### src/rtl/eeprom_cmd_sequencer_if.sv
// Bundle of request-side and I2C-controller-side signals for eeprom_cmd_sequencer.
// The slave modport is the sequencer. The master modport is its environment,
// which includes both the requester and the I2C controller.
interface eeprom_cmd_sequencer_if;
  logic        i_req;
  logic        i_rw;
  logic [15:0] i_addr;
  logic [31:0] i_wdata;
  logic        o_busy;
  logic        o_done;
  logic        o_err;
  logic [31:0] o_rdata;
  logic [31:0] o_ctrl;
  logic [6:0]  o_dev_addr;
  logic [15:0] o_reg_addr;
  logic [31:0] o_w_data;
  logic [31:0] i_status;
  logic [7:0]  i_rd_data;
  logic [7:0]  i_rd_data_2;
  logic [7:0]  i_rd_data_3;
  logic [7:0]  i_rd_data_4;

  modport master (
    output i_req, i_rw, i_addr, i_wdata, i_status,
           i_rd_data, i_rd_data_2, i_rd_data_3, i_rd_data_4,
    input  o_busy, o_done, o_err, o_rdata, o_ctrl, o_dev_addr, o_reg_addr, o_w_data
  );

  modport slave (
    input  i_req, i_rw, i_addr, i_wdata, i_status,
           i_rd_data, i_rd_data_2, i_rd_data_3, i_rd_data_4,
    output o_busy, o_done, o_err, o_rdata, o_ctrl, o_dev_addr, o_reg_addr, o_w_data
  );
endinterface

### src/rtl/eeprom_cmd_sequencer.sv
// EEPROM command sequencer: turns single word read/write requests into one
// I2C controller transaction, with timeout supervision and an optional
// post-write wait for the EEPROM's internal write cycle.
// When the optional macro EEPROM_TWR_WAIT_EN is defined, successful writes
// wait TWR_CYCLES before completing. When it is undefined, the TWR state and
// its counter are absent.
module eeprom_cmd_sequencer #(
  parameter logic [6:0]  DEV_ADDR       = 7'h50,
  parameter logic [2:0]  CLK_RATE       = 3'd7,
  parameter int unsigned TIMEOUT_CYCLES = 1000000,
  parameter int unsigned TWR_CYCLES     = 500000
) (
  input logic                    i_clk,
  input logic                    i_rst_n,
  eeprom_cmd_sequencer_if.slave  bus
);

  localparam logic [2:0] S_IDLE     = 3'd0;
  localparam logic [2:0] S_ISSUE    = 3'd1;
  localparam logic [2:0] S_WAIT_FIN = 3'd2;
  localparam logic [2:0] S_RELEASE  = 3'd3;
  localparam logic [2:0] S_DONE     = 3'd5;
`ifdef EEPROM_TWR_WAIT_EN
  localparam logic [2:0]  S_TWR    = 3'd4;
  localparam logic [31:0] TWR_LAST = TWR_CYCLES - 1;
`endif
  localparam logic [31:0] TO_LAST = TIMEOUT_CYCLES - 1;

  logic [2:0]  state;
  logic        rw_lat;
  logic [15:0] addr_lat;
  logic [31:0] wdata_lat;
  logic        err_flag;
  logic [31:0] to_cnt;
`ifdef EEPROM_TWR_WAIT_EN
  logic [31:0] twr_cnt;
`else
  logic [31:0] unused_twr;
  assign unused_twr = TWR_CYCLES;
`endif

  logic       fin_s1, fin_s2, fin_prev;
  logic [7:0] st_s1, st_s2;
  logic       idle_prev;
  logic       fin_rise;
  logic       ctrl_idle;
  logic       unused_status;

  assign unused_status = &{1'b0, bus.i_status[31:10], bus.i_status[0]};
  assign fin_rise      = fin_s2 & ~fin_prev;
  assign ctrl_idle     = idle_prev && (st_s2 == 8'd0);
  assign bus.o_dev_addr = DEV_ADDR;

  // Two-flop synchronizers for finish and controller state, plus edge/idle history
  always_ff @(posedge i_clk or negedge i_rst_n) begin
    if (!i_rst_n) begin
      fin_s1    <= 1'b0;
      fin_s2    <= 1'b0;
      fin_prev  <= 1'b0;
      st_s1     <= 8'd0;
      st_s2     <= 8'd0;
      idle_prev <= 1'b0;
    end else begin
      fin_s1    <= bus.i_status[1];
      fin_s2    <= fin_s1;
      fin_prev  <= fin_s2;
      st_s1     <= bus.i_status[9:2];
      st_s2     <= st_s1;
      idle_prev <= (st_s2 == 8'd0);
    end
  end

  // Transaction FSM: issue, wait for finish or timeout, release, optional tWR, report
  always_ff @(posedge i_clk or negedge i_rst_n) begin
    if (!i_rst_n) begin
      state          <= S_IDLE;
      rw_lat         <= 1'b0;
      addr_lat       <= 16'd0;
      wdata_lat      <= 32'd0;
      err_flag       <= 1'b0;
      to_cnt         <= 32'd0;
`ifdef EEPROM_TWR_WAIT_EN
      twr_cnt        <= 32'd0;
`endif
      bus.o_ctrl     <= 32'd0;
      bus.o_reg_addr <= 16'd0;
      bus.o_w_data   <= 32'd0;
      bus.o_rdata    <= 32'd0;
      bus.o_busy     <= 1'b0;
      bus.o_done     <= 1'b0;
      bus.o_err      <= 1'b0;
    end else begin
      bus.o_done <= 1'b0;
      bus.o_err  <= 1'b0;
      case (state)
        S_IDLE: begin
          if (bus.i_req && !bus.o_busy) begin
            rw_lat     <= bus.i_rw;
            addr_lat   <= bus.i_addr;
            wdata_lat  <= bus.i_wdata;
            err_flag   <= 1'b0;
            to_cnt     <= 32'd0;
            bus.o_busy <= 1'b1;
            state      <= S_ISSUE;
          end
        end
        S_ISSUE: begin
          bus.o_reg_addr <= addr_lat;
          bus.o_w_data   <= wdata_lat;
          bus.o_ctrl     <= {25'd0, CLK_RATE, 2'b00, rw_lat, 1'b1};
          to_cnt         <= to_cnt + 32'd1;
          state          <= S_WAIT_FIN;
        end
        S_WAIT_FIN: begin
          if (fin_rise) begin
            bus.o_ctrl[0] <= 1'b0;
            if (rw_lat) begin
              bus.o_rdata <= {bus.i_rd_data, bus.i_rd_data_2, bus.i_rd_data_3, bus.i_rd_data_4};
            end
            to_cnt <= 32'd0;
            state  <= S_RELEASE;
          end else if (to_cnt >= TO_LAST) begin
            err_flag      <= 1'b1;
            bus.o_ctrl[0] <= 1'b0;
            to_cnt        <= 32'd0;
            state         <= S_RELEASE;
          end else begin
            to_cnt <= to_cnt + 32'd1;
          end
        end
        S_RELEASE: begin
          if (!fin_s2 && ctrl_idle) begin
`ifdef EEPROM_TWR_WAIT_EN
            if (!err_flag && !rw_lat) begin
              twr_cnt <= 32'd0;
              state   <= S_TWR;
            end else begin
              state <= S_DONE;
            end
`else
            state <= S_DONE;
`endif
          end else if (to_cnt >= TO_LAST) begin
            err_flag <= 1'b1;
            state    <= S_DONE;
          end else begin
            to_cnt <= to_cnt + 32'd1;
          end
        end
`ifdef EEPROM_TWR_WAIT_EN
        S_TWR: begin
          if (twr_cnt >= TWR_LAST) begin
            state <= S_DONE;
          end else begin
            twr_cnt <= twr_cnt + 32'd1;
          end
        end
`endif
        S_DONE: begin
          bus.o_done <= 1'b1;
          bus.o_err  <= err_flag;
          bus.o_busy <= 1'b0;
          err_flag   <= 1'b0;
          state      <= S_IDLE;
        end
        default: begin
          state <= S_IDLE;
        end
      endcase
    end
  end

endmodule

### src/flat_wrapper.sv
// flat-port wrapper written by rule: the top's interface ports become plain ports
module eeprom_cmd_sequencer_flat 
#(
  parameter logic [6:0]  DEV_ADDR       = 7'h50,
  parameter logic [2:0]  CLK_RATE       = 3'd7,
  parameter int unsigned TIMEOUT_CYCLES = 1000000,
  parameter int unsigned TWR_CYCLES     = 500000
)
  (i_clk, i_rst_n, bus_i_req, bus_i_rw, bus_i_addr, bus_i_wdata, bus_i_status, bus_i_rd_data, bus_i_rd_data_2, bus_i_rd_data_3, bus_i_rd_data_4, bus_o_busy, bus_o_done, bus_o_err, bus_o_rdata, bus_o_ctrl, bus_o_dev_addr, bus_o_reg_addr, bus_o_w_data);
  eeprom_cmd_sequencer_if bus_i ();
  input logic i_clk;
  input logic i_rst_n;
  input wire logic [$bits(bus_i.i_req)-1:0] bus_i_req;
  input wire logic [$bits(bus_i.i_rw)-1:0] bus_i_rw;
  input wire logic [$bits(bus_i.i_addr)-1:0] bus_i_addr;
  input wire logic [$bits(bus_i.i_wdata)-1:0] bus_i_wdata;
  input wire logic [$bits(bus_i.i_status)-1:0] bus_i_status;
  input wire logic [$bits(bus_i.i_rd_data)-1:0] bus_i_rd_data;
  input wire logic [$bits(bus_i.i_rd_data_2)-1:0] bus_i_rd_data_2;
  input wire logic [$bits(bus_i.i_rd_data_3)-1:0] bus_i_rd_data_3;
  input wire logic [$bits(bus_i.i_rd_data_4)-1:0] bus_i_rd_data_4;
  output wire logic [$bits(bus_i.o_busy)-1:0] bus_o_busy;
  output wire logic [$bits(bus_i.o_done)-1:0] bus_o_done;
  output wire logic [$bits(bus_i.o_err)-1:0] bus_o_err;
  output wire logic [$bits(bus_i.o_rdata)-1:0] bus_o_rdata;
  output wire logic [$bits(bus_i.o_ctrl)-1:0] bus_o_ctrl;
  output wire logic [$bits(bus_i.o_dev_addr)-1:0] bus_o_dev_addr;
  output wire logic [$bits(bus_i.o_reg_addr)-1:0] bus_o_reg_addr;
  output wire logic [$bits(bus_i.o_w_data)-1:0] bus_o_w_data;
  assign bus_i.i_req = bus_i_req;
  assign bus_i.i_rw = bus_i_rw;
  assign bus_i.i_addr = bus_i_addr;
  assign bus_i.i_wdata = bus_i_wdata;
  assign bus_i.i_status = bus_i_status;
  assign bus_i.i_rd_data = bus_i_rd_data;
  assign bus_i.i_rd_data_2 = bus_i_rd_data_2;
  assign bus_i.i_rd_data_3 = bus_i_rd_data_3;
  assign bus_i.i_rd_data_4 = bus_i_rd_data_4;
  assign bus_o_busy = bus_i.o_busy;
  assign bus_o_done = bus_i.o_done;
  assign bus_o_err = bus_i.o_err;
  assign bus_o_rdata = bus_i.o_rdata;
  assign bus_o_ctrl = bus_i.o_ctrl;
  assign bus_o_dev_addr = bus_i.o_dev_addr;
  assign bus_o_reg_addr = bus_i.o_reg_addr;
  assign bus_o_w_data = bus_i.o_w_data;
  eeprom_cmd_sequencer #(.DEV_ADDR(DEV_ADDR), .CLK_RATE(CLK_RATE), .TIMEOUT_CYCLES(TIMEOUT_CYCLES), .TWR_CYCLES(TWR_CYCLES)) u_core (.i_clk(i_clk), .i_rst_n(i_rst_n), .bus(bus_i));
endmodule
### config.mk
export PLATFORM = sky130hd
export DESIGN_NAME = eeprom_cmd_sequencer_flat
export DESIGN_NICKNAME = d
export VERILOG_FILES = /design/src/rtl/eeprom_cmd_sequencer_if.sv /design/src/rtl/eeprom_cmd_sequencer.sv /design/src/flat_wrapper.sv
export SDC_FILE = /design/constraint.sdc
export NUM_CORES = 1
export LEC_CHECK = 0
export CAP_MARGIN = 30
export CORE_MARGIN = 2
export CORE_UTILIZATION = 30
export DETAILED_ROUTE_END_ITERATION = 10
export HOLD_SLACK_MARGIN = 0.1
export SLEW_MARGIN = 10
export SYNTH_ARGS = -nofsm -noshare
export SYNTH_HDL_FRONTEND = slang
export SYNTH_SLANG_ARGS = --single-unit
### constraint.sdc
create_clock -name i_clk -period 2.6 [get_ports i_clk]
set_input_delay 0.52 -clock i_clk [delete_from_list [all_inputs] [get_ports i_clk]]
set_output_delay 0.52 -clock i_clk [all_outputs]
set_load 0.03 [all_outputs]
# --- Yosys cells after proc, flatten, opt, wreduce, memory -nomap -nowiden ---
# Index checks and enable logic that the tools add are counted.
totals:
  ff_bits: 191
  out_inout_bits: 122
  wordCells: 76
op_classes:
  add_sub_neg: 1
  n_lt_le_gt_ge: 1
  eq_ne: 10
  n_mux: 24
  bitwise_logic: 2
  reduce_logical: 18
op_table:
  columns: ["cell", "count"]
  rows:
  - ["$mux 32", 5]
  - ["$pmux 32 s4", 1]
  - ["$add 32x1->32 const B", 1]
  - ["$ge 32x20->1 const B", 1]
  - ["$mux 3", 5]
  - ["$pmux 3 s4", 1]
  - ["$mux 1", 9]
  - ["$logic_not 8->1", 1]
  - ["$reduce_and 4->1", 2]
  - ["$reduce_bool 4->1", 2]
  - ["$eq 3x2->1 const B", 2]
  - ["$ne 2x2->1 const B", 3]
  - ["$ne 3x1->1 const B", 2]
  - ["$reduce_and 2->1", 3]
  - ["$reduce_and 3->1", 2]
  - ["$pmux 1 s2", 2]
  - ["$pmux 1 s4", 1]
  - ["$reduce_bool 2->1", 2]
  - ["$eq 3x1->1 const B", 1]
  - ["$eq 3x3->1 const B", 1]
  - ["$logic_and 1x1->1", 3]
  - ["$logic_not 3->1", 1]
  - ["$logic_not 1->1", 2]
  - ["$ne 2x1->1 const B", 1]
  - ["2 further kinds", 2]

# --- Depth between registers and ports, before layout ---
# Gate-level depths: netlist of the first run.
logic_depth:
  ltp_word: 5
  depth_mapped: 9
  mapped_depth_nobuf: 7

# --- Least setup slack after synthesis of the first run ---
# OpenSTA, ideal clock, no wires.
synth_path:
  kind: "register to register"
  from: "register u_core.to_cnt[12]"
  to: "register u_core.to_cnt[12]"
  setup_time_ns: 0.130
  arrival_ns: 2.070
  slack_ns: 0.400
  stages_incl_launch_ff: 9
  n_path_buf: 2
  synth_period_minus_slack_ns: 2.200
  cell_sequence: "dfrtp_1 > or4_1 > o211ai_2 > o211a_1 > o21bai_1 > buf_2 > buf_2 > a32oi_1 > o41ai_1"
synth_via:
  elab_chain_len: 4
  word_cells_on_any_way: 9
synth_lines:
  columns: ["item", "line", "text"]
  rows:
  - ["start: declaration", "eeprom_cmd_sequencer.sv:34", "logic [31:0] to_cnt;"]
  - ["start signal: assignment", "eeprom_cmd_sequencer.sv:111", "to_cnt <= to_cnt + 32'd1;"]
  - ["start signal: assignment", "eeprom_cmd_sequencer.sv:128", "to_cnt <= to_cnt + 32'd1;"]
  - ["start signal: assignment", "eeprom_cmd_sequencer.sv:147", "to_cnt <= to_cnt + 32'd1;"]
  - ["$add 32x1->32 / $ge 32x20->1 (equally long branches)", null, null]
  - ["$mux 32 (on tied branches)", "eeprom_cmd_sequencer.sv:143, eeprom_cmd_sequencer.sv:122", null]
  - ["$mux 32 (on tied branches)", "eeprom_cmd_sequencer.sv:132, eeprom_cmd_sequencer.sv:115", null]
  - ["$pmux 32 s4", "eeprom_cmd_sequencer.sv:95", "case (state)"]
# Several ways; a longest one is shown, not always the timed one. The select of a mux whose other input is x is not followed.
# A chain may end at the register's enable or synchronous reset.

# --- Worst setup path after layout of the first run ---
layout_path:
  from: "register u_core.to_cnt[13]"
  to: "register u_core.to_cnt[17]"
# Same word-level chain as after synthesis.

==> results of run 1 <==
## area by class of cell
class	instances	area, um2
fillers	2520	15280
flip-flops and latches	191	4780
multi-input cells	368	2904
repair buffers	205	2058
clock buffers	18	429.2
well taps	335	419.2
clock inverters	14	161.4
inverters	7	26.28
diodes	1	2.502
## synth_stat cells, types with 2 or more instances
cell type | n | area [um2]
o21bai_1 | 2 | 15.01
conb_1 | 2 | 7.510
nand4_1 | 3 | 18.77
a22o_1 | 13 | 113.9
a21oi_1 | 7 | 35.03
o31ai_1 | 3 | 22.52
buf_2 | 7 | 35.03
or4_1 | 4 | 30.03
inv_1 | 7 | 26.28
o41ai_1 | 5 | 43.79
nand2_1 | 20 | 75.07
and4_1 | 3 | 26.28
or2_2 | 2 | 12.51
nor3_1 | 7 | 35.03
a2bb2oi_1 | 4 | 35.03
a32oi_1 | 5 | 43.79
dfrtp_1 | 191 | 4780
nor2b_1 | 11 | 68.82
o21a_1 | 2 | 15.01
nand3_1 | 16 | 80.08
nor2_1 | 19 | 71.32
and3_1 | 12 | 75.07
buf_4 | 38 | 285.3
mux2_2 | 130 | 1464
nand2b_1 | 3 | 18.77
o2bb2ai_1 | 3 | 26.28
o21ai_0 | 22 | 110.1
and2_1 | 3 | 18.77
clkbuf_1 | 15 | 56.30
nor4_1 | 9 | 56.30
or3_1 | 2 | 12.51
a21o_1 | 9 | 67.56
## metrics by stage
| stage | hold WS (ns) | worst slack [ns] | cells | utilization |
|---|---|---|---|---|
| detailed placement | 0.3347 | 0.2113 | 1105 | 0.3905 |
| finish | 0.3493 | 0.1763 | 1139 | 0.4137 |
| global placement | 0.3329 | 0.2284 | 1105 | 0.3905 |
| floorplan | 0.2244 | 0.4004 | 627 | - |
| global route | 0.3596 | 0.03979 | 1138 | 0.4136 |
| CTS | 0.3513 | 0.1836 | 1138 | 0.4136 |
## state kept, by name (all words and copies together) (netlist names), 8 cells and up
name / flops
u_core.st_s1: 8
u_core.to_cnt: 32
u_core.wdata_lat: 32
u_core.bus.o_w_data: 32
u_core.st_s2: 8
u_core.bus.o_reg_addr: 16
u_core.bus.o_rdata: 32
u_core.addr_lat: 16
## repair_timing
item | 4_1_cts | 5_1_grt
setup endpoints to repair | 0 | 2
resized for setup | 0 | 1
hold endpoints to repair | 49 | 0
buffers inserted | 0 | 0
hold buffers | 1 | 0
## how the worst max path moves through the flow
stage                                   from                       endpoint  slack (ns)  cells after the start
2_1_floorplan  u_core.to_cnt[12]$_DFFE_PN0P_  u_core.to_cnt[12]$_DFFE_PN0P_        0.40                      8
3_3_place_gp   u_core.to_cnt[13]$_DFFE_PN0P_  u_core.to_cnt[17]$_DFFE_PN0P_        0.23                      7
3_5_place_dp   u_core.to_cnt[13]$_DFFE_PN0P_  u_core.to_cnt[18]$_DFFE_PN0P_        0.21                      6
4_1_cts        u_core.to_cnt[13]$_DFFE_PN0P_  u_core.to_cnt[18]$_DFFE_PN0P_        0.18                      6
5_1_grt        u_core.to_cnt[13]$_DFFE_PN0P_  u_core.to_cnt[18]$_DFFE_PN0P_        0.04                      6
6_report       u_core.to_cnt[13]$_DFFE_PN0P_  u_core.to_cnt[17]$_DFFE_PN0P_        0.18                      7
## power groups by stage
stage / logic, mW / clock network [mW] / registers [mW]
final: 0.879 / 2.60 / 3.24
after global routing: 0.950 / 2.83 / 3.27
after CTS: 0.893 / 2.71 / 3.24
after detailed placement: 0.888 / 0 / 3.30
after global placement: 0.883 / 0 / 3.29
after floorplan: 0.346 / 0 / 3.43
## cell families (layout without fill, tap and decap cells)
kind of cell | Yosys count | count (layout) | synth area share
flip-flops | 191 | 191 | 0.6001
other | 2 | 35 | 0.0009429
adder cells (fa/ha/maj) | 1 | 1 | 0.001571
multiplexers | 131 | 131 | 0.1850
AO/OA/AOI/OAI | 83 | 83 | 0.07776
buffers and inverters | 68 | 244 | 0.05199
AND/OR/NAND/NOR | 119 | 119 | 0.08263
## worst max-delay path, cell delays in order (launching register included)
cell and delay [ns]:
dfrtp_1 0.43, or4_1 0.54, o211ai_2 0.23, o211a_1 0.25
o21bai_1 0.11, buf_12 0.18, or4_1 0.49, o21ai_0 0.09
## per-layer routing
layer  routed length (um)  vias to the layer above  part of all wire
met3                 1436                       18             0.081
li1                     -                     2470                 -
met4                  235                        0             0.013
met5                    0                        -                 0
met2                 8467                      144              0.48
met1                 7604                     2684              0.43
==> results by group, run 1 <==
Global routing
  • GRT busiest layer: met2
  • Global-route met3 utilization: 0.05513
  • Largest net degree at the start of global routing: between 50 and 60
  • Overflow after GRT: 0
  • Overall Global Routing Usage: 0.1310
  • Initial antenna violation count: 0
  • GRT met2 Usage: 0.2083
  • Number of global-route vias before repair: about 5,400
  • First-pass GRT wire length: between 20,000 and 30,000 um
  • GR met1 Demand/Resource: 0.1633

Pwr
  • Internal power: 4.861 mW
  • Worst ir drop on vdd: approximately 0.42 mV
  • Switch Pwr: between 1.5 and 2 mW
  • Leak Pwr: 4.766 nW
  • Power share of the sequential group: 0.482
  • Post-route total power: ~6.7 mW
  • Clock share of power: 0.388
  • Comb power frac: 0.131
  • Switching share of power: 0.2767
  • Power per Cell Area: between 600 and 700 nW/um2

Drt
  • Wire length reported by the detailed router: 17,740 um
  • Remaining routing DRC violations: 0
  • Iteration-0 DRC Markers: ~250
  • Wire length per cell: 15.58 um
  • Residual antenna-violating net count after detailed routing: 0
  • Mean number of vias per cell: roughly 4.7
  • Via count of the routed design: between 5,000 and 6,000
  • Initial DRT Pass Iterations: 4

Finish
  • Final #Nets: between 900 and 1,000
  • Proportion of layout cells with a drive suffix above 1: 0.2441
  • Commonest non-fill, non-tap cell in the layout: dfrtp_1
  • Most frequent cells in the layout: 191 x dfrtp_1, 179 x clkdlybuf4s50_1, 130 x mux2_2, 34 x conb_1, 22 x o21ai_0
  • Synth-to-layout area growth: 35.34%
  • Area of all placed cells without fillers: about 11,000 um2

Timing
  • Worst clock skew on the final layout: roughly 0.018 ns
  • Max-slew violation total from the final report: 0
  • Final cycle utilization of the critical path: 0.9322
  • Pin slew with the least headroom to its limit: approximately 0.62 ns
  • Headroom to the max-slew limit: 0.5797
  • Setup repair after global routing missed its margin: false
  • Post-route minimum period: ~2.4 ns
  • Number of failing setup endpoints in the final timing report: 0
  • Final setup TNS: 0 ns
  • Final-report hold violation count: 0
  • Achievable frequency: approximately 410 MHz

Logic synthesis
  • Share of synthesized area occupied by flip-flops and latches: 0.6001
  • Number of flops mapped to enable cells by yosys: 0
  • Warning count from the yosys run: 0
  • Fraction of synthesis flops using an asynchronous set or reset pin: 1.000
  • Top_reg_cell synth: dfrtp_1
  • Post-Synthesis Mean Instance Area: 13.39 um2
  • Synthesized area: approximately 8000 um2
  • Count of distinct cell types in the synthesized netlist: 48
  • Gate Count Post-Synth: between 500 and 600
  • Synthesized flop and latch total: about 190

Worst hold path
  • WHS Path Cells: 0
  • Worst-case hold path end point: u_core.st_s2[4]$_DFF_PN0_
  • Hold path startpoint: u_core.st_s1[4]$_DFF_PN0_
  • Class of the most critical hold timing path: register to register

Clocking
  • Worst-case clock buffer depth: 2
  • Reg clk slew, reported paths: around 0.070 ns
  • CTS sink cnt: about 190
  • Root Buffer Master: clkbuf_16
  • Clock latency on the worst-skew pair: 0.43 ns
  • Clock tree from TritonCTS: yes
  • H-tree depth reported by CTS: 4
  • Num CTS Buffers: 17

Critical path
  • Depth of the worst register-to-register path: 7
  • Origin of the critical flop-to-flop path: u_core.to_cnt[13]$_DFFE_PN0P_
  • Path type of the worst setup path: register to register
  • Worst setup SP type: register
  • Arrival time at the worst endpoint: ~2.8 ns
  • Required time of the critical path: slightly below 3 ns
  • Endpoint of the worst-slack reg-to-reg timing path: u_core.to_cnt[17]$_DFFE_PN0P_
  • Critical path endpoint category: register
  • Worst R2R Setup Slack: between 0.15 and 0.2 ns
  • Crit Path Max Fanout: 26

Place
  • Routability congestion estimate: approximately 0.77
  • Port Buffers: 180
  • HPWL after detailed placement: 12,160 um
  • Instance area after placement: around 10,000 um2

Outcome
  • Result of the run: finished clean

Job
  • Number of max-capacitance violations reported: 0

Floorplan
  • Initial Utilization: 0.3057
  • Die extent in y: around 170 um
  • Horiz. Die Dim: ~170 um
  • Area of the core: 26,060 um2
  • Row cnt: 59
  • Top Ports: about 240
  • Area of the die: around 28,000 um2
No activity file was read; power rests on OpenSTA's default activity.
==> run 2, diff against run 1 <==
Settings changed: SETUP_SLACK_MARGIN from default to 0.05.
==> run 2 against run 1 <==
Cell count unchanged. Via count is 0.15% lower. Largest power group unchanged. Register-to-register slack gained 0.02 ns. Non-clock buffer count unchanged. Setup slack improved by 0.016 ns. Clock power is essentially flat. Critical path depth unchanged.
==> results by group, run 2 (same netlist as run 1, synthesis figures left out) <==
Pwr
  • Internal power: 4.861 mW (about the same)
  • Worst ir drop on vdd: 0.4217 mV (about the same)
  • Switch Pwr: 1.858 mW (was 1.860 mW)
  • Clock share of power: 0.387 (was 0.388)
  • Leak Pwr: 4.766 nW (about the same)
  • Comb power frac: 0.131 (about the same)
  • Power per Cell Area: 623.1 nW/um2 (was 623.4 nW/um2)
  • Switching share of power: 0.2766 (was 0.2767)
  • Power share of the sequential group: 0.482 (about the same)

Finish
  • Final #Nets: 907 (unchanged)
  • Proportion of layout cells with a drive suffix above 1: 0.2453 (was 0.2441)
  • Post-route insts no fill: 1,139 (unchanged)
  • Commonest non-fill, non-tap cell in the layout: dfrtp_1 (unchanged)
  • Synth-to-layout area growth: 35.37% (was 35.34%)
  • Utilization after layout: 0.4138 (was 0.4137)
  • Most frequent cells in the layout: 191 x dfrtp_1, 179 x clkdlybuf4s50_1, 130 x mux2_2, 34 x conb_1, 22 x o21ai_0 (unchanged)
  • Count of filler cells inserted in the layout: 2,522 (was 2,520)

Timing
  • Achievable frequency: 415.3 MHz (was 412.6 MHz)
  • Number of failing setup endpoints in the final timing report: 0 (unchanged)
  • Pin slew with the least headroom to its limit: 0.6187 ns (was 0.6246 ns)
  • Final cycle utilization of the critical path: 0.9262 (was 0.9322)
  • Post-route minimum period: 2.408 ns (was 2.424 ns)
  • Setup repair after global routing missed its margin: false (unchanged)
  • Max-slew violation total from the final report: 0 (unchanged)
  • Worst clock skew on the final layout: 0.01767 ns (about the same)
  • Final hold slack: 0.3493 ns (unchanged)
  • Final setup TNS: 0 ns (unchanged)
  • Headroom to the max-slew limit: 0.5838 (was 0.5797)
  • Final-report hold violation count: 0 (unchanged)

Critical path
  • Crit-path max cell delay: 0.54 ns (about the same)
  • Arrival time at the worst endpoint: 2.75 ns (was 2.76 ns)
  • Path type of the worst setup path: register to register (unchanged)
  • Most frequent cell on the critical path: or4_1 (unchanged)
  • Chain of cells forming the critical path: or4_1 -> o211ai_2 -> o211a_1 -> o21bai_1 -> buf_12 -> or4_1 -> o21ai_0 (unchanged)
  • Critical Path Slowest Stage Cell: or4_1 (unchanged)
  • Category of cells accounting for the largest share of critical-path delay: simple AND/OR/NAND/NOR gates (unchanged)
  • Buf+Inv Stages, Crit Path: 1 (unchanged)
  • Worst setup SP type: register (unchanged)
  • Depth of the worst register-to-register path: 7 (unchanged)
  • Required time of the critical path: 2.94 ns (about the same)
  • Crit path depth: 7 (unchanged)
  • Critical path endpoint category: register (unchanged)
  • Crit Path Max Fanout: 26 (unchanged)

Global routing
  • Largest net degree at the start of global routing: 54 (unchanged)
  • Overflow after GRT: 0 (unchanged)
  • Number of global-route vias before repair: 5,447 (unchanged)
  • Initial antenna violation count: 0 (unchanged)
  • First-pass GRT wire length: 29,350 um (unchanged)
  • Overall Global Routing Usage: 0.1310 (unchanged)

Drt
  • Wire length per cell: 15.58 um (about the same)
  • Initial DRT Pass Iterations: 4 (unchanged)
  • Wire length reported by the detailed router: 17,750 um (was 17,740 um)
  • Via count of the routed design: 5,308 (was 5,316)
  • Mean number of vias per cell: 4.660 (was 4.667)
  • Residual antenna-violating net count after detailed routing: 0 (unchanged)
  • Iteration-0 DRC Markers: 262 (was 249)
  • Remaining routing DRC violations: 0 (unchanged)

Place
  • Dpl cells: 1,105 (unchanged)
  • Routability congestion estimate: 0.7736 (unchanged)
  • Port Buffers: 180 (unchanged)
  • HPWL after detailed placement: 12,160 um (unchanged)

Clocking
  • Worst-case clock buffer depth: 2 (unchanged)
  • CTS sink cnt: 191 (unchanged)
  • H-tree depth reported by CTS: 4 (unchanged)
  • Clock tree from TritonCTS: yes (unchanged)
  • Clock latency on the worst-skew pair: 0.43 ns (about the same)
  • Buffers inserted during post-CTS setup optimization: 0 (unchanged)
  • Num CTS Buffers: 17 (unchanged)
  • Root Buffer Master: clkbuf_16 (unchanged)
  • Reg clk slew, reported paths: 0.07 ns (about the same)

Worst hold path
  • WHS Path Cells: 0 (unchanged)
  • Class of the most critical hold timing path: register to register (unchanged)

Floorplan
  • Row cnt: 59 (unchanged)
  • Horiz. Die Dim: 166.9 um (unchanged)
  • Top Ports: 238 (unchanged)
  • Area of the die: 27,870 um2 (unchanged)
  • Die extent in y: 166.9 um (unchanged)
  • Area of the core: 26,060 um2 (unchanged)
  • Initial Utilization: 0.3057 (unchanged)

Job
  • Number of max-capacitance violations reported: 0 (unchanged)

Outcome
  • Result of the run: finished clean (unchanged)
==> run 2: final timing paths <==
| kind | startpoint | end | slack (ns) |
|---|---|---|---|
| min reg2reg | u_core.st_s1[4]$_DFF_PN0_ | u_core.st_s2[4]$_DFF_PN0_ | 0.35 |
| min | u_core.st_s1[4]$_DFF_PN0_ | u_core.st_s2[4]$_DFF_PN0_ | 0.35 |
| max in group asynchronous | i_rst_n | u_core.wdata_lat[27]$_DFFE_PN0P_ | 1.21 |
| min in group asynchronous | i_rst_n | u_core.to_cnt[23]$_DFFE_PN0P_ | 0.65 |
| max | u_core.to_cnt[13]$_DFFE_PN0P_ | u_core.to_cnt[17]$_DFFE_PN0P_ | 0.19 |
| max reg2reg | u_core.to_cnt[13]$_DFFE_PN0P_ | u_core.to_cnt[17]$_DFFE_PN0P_ | 0.19 |
==> run 2: per-stage QoR <==
| step | setup WS (ns) | power, mW | instance area [um2] |
|---|---|---|---|
| 2_1_floorplan | 0.4004 | 3.772 | 8085 |
| 3_3_place_gp | 0.2284 | 4.173 | 10180 |
| 3_5_place_dp | 0.2113 | 4.183 | 10180 |
| 4_1_cts | 0.1836 | 6.841 | 10780 |
| 5_1_grt | 0.06452 | 7.046 | 10780 |
| 6_report | 0.1919 | 6.719 | 10780 |
==> run 2: layer usage <==
layer  GRT usage  wire length (um)  vias up
li1            -                 -     2469
met1      0.1633              7607     2688
met2      0.2083              8501      136
met3     0.05513              1427       15
met4     0.03748               210        0
met5           0                 0        -
==> run 2: area by class of cell <==
class                      instances  area (um2)  area share
tap                              335       419.2     0.03887
timing repair buffer             205        2058      0.1909
clock buffer                      18       429.2     0.03980
clock inverter                    14       161.4     0.01497
sequential                       191        4780      0.4433
multi-input combinational        368        2907      0.2696
antenna                            1       2.502   0.0002321
inverter                           7       26.28    0.002437
==> run 2: worst reg2reg max path, cell delays in order, from the launching register on <==
cell and delay [ns]:
dfrtp_1 0.43, or4_1 0.55, o211ai_2 0.23, o211a_1 0.25, o21bai_1 0.11, buf_12 0.18
or4_1 0.50, o21ai_0 0.08
==> run 2: power by group through the flow <==
stage                     clock (mW)  combinational [mW]  sequential [mW]
final                           2.60               0.879             3.24
after detailed placement           0               0.888             3.30
after global placement             0               0.883             3.29
after global routing            2.83               0.950             3.27
after CTS                       2.71               0.893             3.24
after floorplan                    0               0.346             3.43
==> run 2: what timing repair did <==
action                                  4_1_cts  5_1_grt
endpoints found under the setup margin        0       13
gates resized for setup                       0        2
endpoints found under the hold margin        49        0
hold buffers                                  1        0
==> run 3, diff against run 2 <==
Settings changed: CORE_UTILIZATION 30 to 40, PLACE_DENSITY from default to 0.7.
==> run 3 against run 2 <==
Register-to-register slack about the same. Via count increased by 1.4%. Critical path type unchanged. Clock skew down 0.0089 ns. Worst hold slack lost 0.24 ns. Utilization up 13 points. Clock-buffer cell count grew 5. Cell count decreased by 6.4%. Setup slack improved by 0.014 ns. Sequential cell count stayed put. Die area down 24%. Clock power shrank 2%.
==> results by group, run 3 (same netlist as run 1, synthesis figures left out) <==
Outcome
  • Result of the run: finished clean (unchanged)

Timing
  • Setup repair after global routing missed its margin: false (unchanged)
  • Achievable frequency: 417.7 MHz (was 415.3 MHz)
  • Number of failing setup endpoints in the final timing report: 0 (unchanged)
  • Max-slew violation total from the final report: 0 (unchanged)
  • Worst clock skew on the final layout: 0.008748 ns (was 0.01767 ns)
  • Post-route minimum period: 2.394 ns (was 2.408 ns)
  • Final hold slack: 0.1071 ns (was 0.3493 ns)
  • Final-report hold violation count: 0 (unchanged)
  • Final cycle utilization of the critical path: 0.9209 (was 0.9262)
  • Headroom to the max-slew limit: 0.6070 (was 0.5838)
  • Setup slack of the critical path after layout: 0.2057 ns (was 0.1919 ns)
  • Pin slew with the least headroom to its limit: 0.5841 ns (was 0.6187 ns)
  • Final setup TNS: 0 ns (unchanged)

Finish
  • Synth-to-layout area growth: 33.90% (was 35.37%)
  • Proportion of layout cells with a drive suffix above 1: 0.2409 (was 0.2453)
  • Final #Nets: 905 (was 907)
  • Most frequent cells in the layout: 191 x dfrtp_1, 179 x clkdlybuf4s50_1, 130 x mux2_2, 34 x conb_1, 21 x o21ai_0 (was 191 x dfrtp_1, 179 x clkdlybuf4s50_1, 130 x mux2_2, 34 x conb_1, 22 x o21ai_0)
  • Utilization after layout: 0.5462 (was 0.4138)
  • Commonest non-fill, non-tap cell in the layout: dfrtp_1 (unchanged)
  • Area occupied by registers: 4780 um2 (unchanged)
  • Area of the multi-input gates: 2903 um2 (was 2907 um2)
  • Diode insertion count for antenna repair: 0 (was 1)
  • Count of filler cells inserted in the layout: 1,623 (was 2,522)

Critical path
  • Worst R2R Setup Slack: 0.21 ns (was 0.19 ns)
  • Path type of the worst setup path: register to register (unchanged)
  • Crit Path Max Fanout: 14 (was 26)
  • Worst setup SP type: register (unchanged)
  • Arrival time at the worst endpoint: 2.70 ns (was 2.75 ns)
  • Required time of the critical path: 2.91 ns (was 2.94 ns)
  • Critical path endpoint category: register (unchanged)

Clocking
  • Reg clk slew, reported paths: 0.07 ns (about the same)
  • Clock tree from TritonCTS: yes (unchanged)
  • Worst-case clock buffer depth: 2 (unchanged)
  • CTS sink cnt: 191 (unchanged)
  • # hold bufs at CTS: 0 (was 1)
  • Clock latency on the worst-skew pair: 0.43 ns (about the same)
  • Num CTS Buffers: 17 (unchanged)
  • H-tree depth reported by CTS: 4 (unchanged)
  • Root Buffer Master: clkbuf_16 (unchanged)

Place
  • Post-placement setup slack: 0.1833 ns (was 0.2113 ns)
  • HPWL after detailed placement: 12,460 um (was 12,160 um)
  • Port Buffers: 180 (unchanged)
  • Routability congestion estimate: 0.8285 (was 0.7736)

Pwr
  • Clock share of power: 0.384 (was 0.387)
  • Worst ir drop on vdd: 0.4818 mV (was 0.4217 mV)
  • Power share of the sequential group: 0.486 (was 0.482)
  • Switch Pwr: 1.690 mW (was 1.858 mW)
  • Internal power: 4.986 mW (was 4.861 mW)
  • Leak Pwr: 4.758 nW (was 4.766 nW)
  • Comb power frac: 0.130 (was 0.131)
  • Power per Cell Area: 626.0 nW/um2 (was 623.1 nW/um2)
  • Switching share of power: 0.2531 (was 0.2766)
  • Post-route total power: 6.676 mW (was 6.719 mW)

Floorplan
  • Row cnt: 51 (was 59)
  • Die extent in y: 145.1 um (was 166.9 um)
  • Top Ports: 238 (unchanged)
  • Area of the die: 21,060 um2 (was 27,870 um2)
  • Initial Utilization: 0.4079 (was 0.3057)
  • Area of the core: 19,530 um2 (was 26,060 um2)
  • Horiz. Die Dim: 145.1 um (was 166.9 um)

Drt
  • Residual antenna-violating net count after detailed routing: 0 (unchanged)
  • Mean number of vias per cell: 5.050 (was 4.660)
  • Initial DRT Pass Iterations: 5 (was 4)
  • Iteration-0 DRC Markers: 212 (was 262)
  • Remaining routing DRC violations: 0 (unchanged)
  • Wire length per cell: 16.51 um (was 15.58 um)
  • Via count of the routed design: 5,383 (was 5,308)
  • Wire length reported by the detailed router: 17,600 um (was 17,750 um)

Global routing
  • Largest net degree at the start of global routing: 74 (was 54)
  • First-pass GRT wire length: 29,560 um (was 29,350 um)
  • Initial antenna violation count: 0 (unchanged)
  • Overall Global Routing Usage: 0.1742 (was 0.1310)
  • Number of global-route vias before repair: 5,791 (was 5,447)
  • Overflow after GRT: 0 (unchanged)

Worst hold path
  • Class of the most critical hold timing path: input pin to asynchronous set/reset pin (was register to register)

Job
  • Number of max-capacitance violations reported: 0 (unchanged)
## run 3: final timing paths
check                                                   from                                 to  cells after the start
worst min register to register     u_core.st_s1[7]$_DFF_PN0_          u_core.st_s2[7]$_DFF_PN0_                      0
worst max-delay path            u_core.to_cnt[0]$_DFFE_PN0P_       u_core.to_cnt[8]$_DFFE_PN0P_                      8
worst min-delay path                                 i_rst_n      u_core.to_cnt[29]$_DFFE_PN0P_                      1
max in group asynchronous                            i_rst_n  u_core.bus.o_rdata[6]$_DFFE_PN0P_                      2
worst max register to register  u_core.to_cnt[0]$_DFFE_PN0P_       u_core.to_cnt[8]$_DFFE_PN0P_                      8
min in group i_clk                 u_core.st_s1[7]$_DFF_PN0_          u_core.st_s2[7]$_DFF_PN0_                      0
## run 3: worst max-delay path, stage by stage (launching register included)
cell and delay, ns:
dfrtp_1 0.42, ha_1 0.25, nand3_1 0.16, o21a_1 0.27, o211a_1 0.29, o21bai_1 0.37
nor2_1 0.10, buf_4 0.20, a22o_1 0.22
## run 3: per-layer routing
metal  part of all wire  track usage  vias to the layer above
li1                   -            -                     2463
met1               0.39       0.2022                     2705
met2               0.50       0.2919                      188
met3              0.093      0.06918                       27
met4              0.019      0.06471                        0
met5                  0            0                        -
## run 3: what timing repair did
action                                 4_1_cts  5_1_grt
setup buffers                                0        1
setup endpoints to repair                    0       17
endpoints found under the hold margin        0        0
gates resized for setup                      0        1
## run 3: per-stage QoR
| step | instance area [um2] | std cells |
|---|---|---|
| finish | 10670 | 1066 |
| global route | 10670 | 1066 |
| CTS | 10660 | 1065 |
| detailed placement | 10070 | 1033 |
| global placement | 10070 | 1033 |
| floorplan | 8085 | 627 |
## run 3: cell type report
| type | count | area share |
|---|---|---|
| Sequential cell | 191 | 0.4481 |
| Inverter | 7 | 0.002464 |
| Tap cell | 265 | 0.03109 |
| Clock buffer | 23 | 0.04575 |
| Clock inverter | 9 | 0.009033 |
| Multi-Input combinational cell | 368 | 0.2722 |
| Timing Repair Buffer | 203 | 0.1913 |
## run 3: power groups by stage
stage	Combinational (mW)	Clock (mW)	Sequential, mW
after floorplan	0.346	0	3.43
after global placement	0.859	0	3.29
after detailed placement	0.875	0	3.30
after CTS	0.880	2.63	3.25
after global routing	0.933	2.76	3.26
final	0.869	2.56	3.25
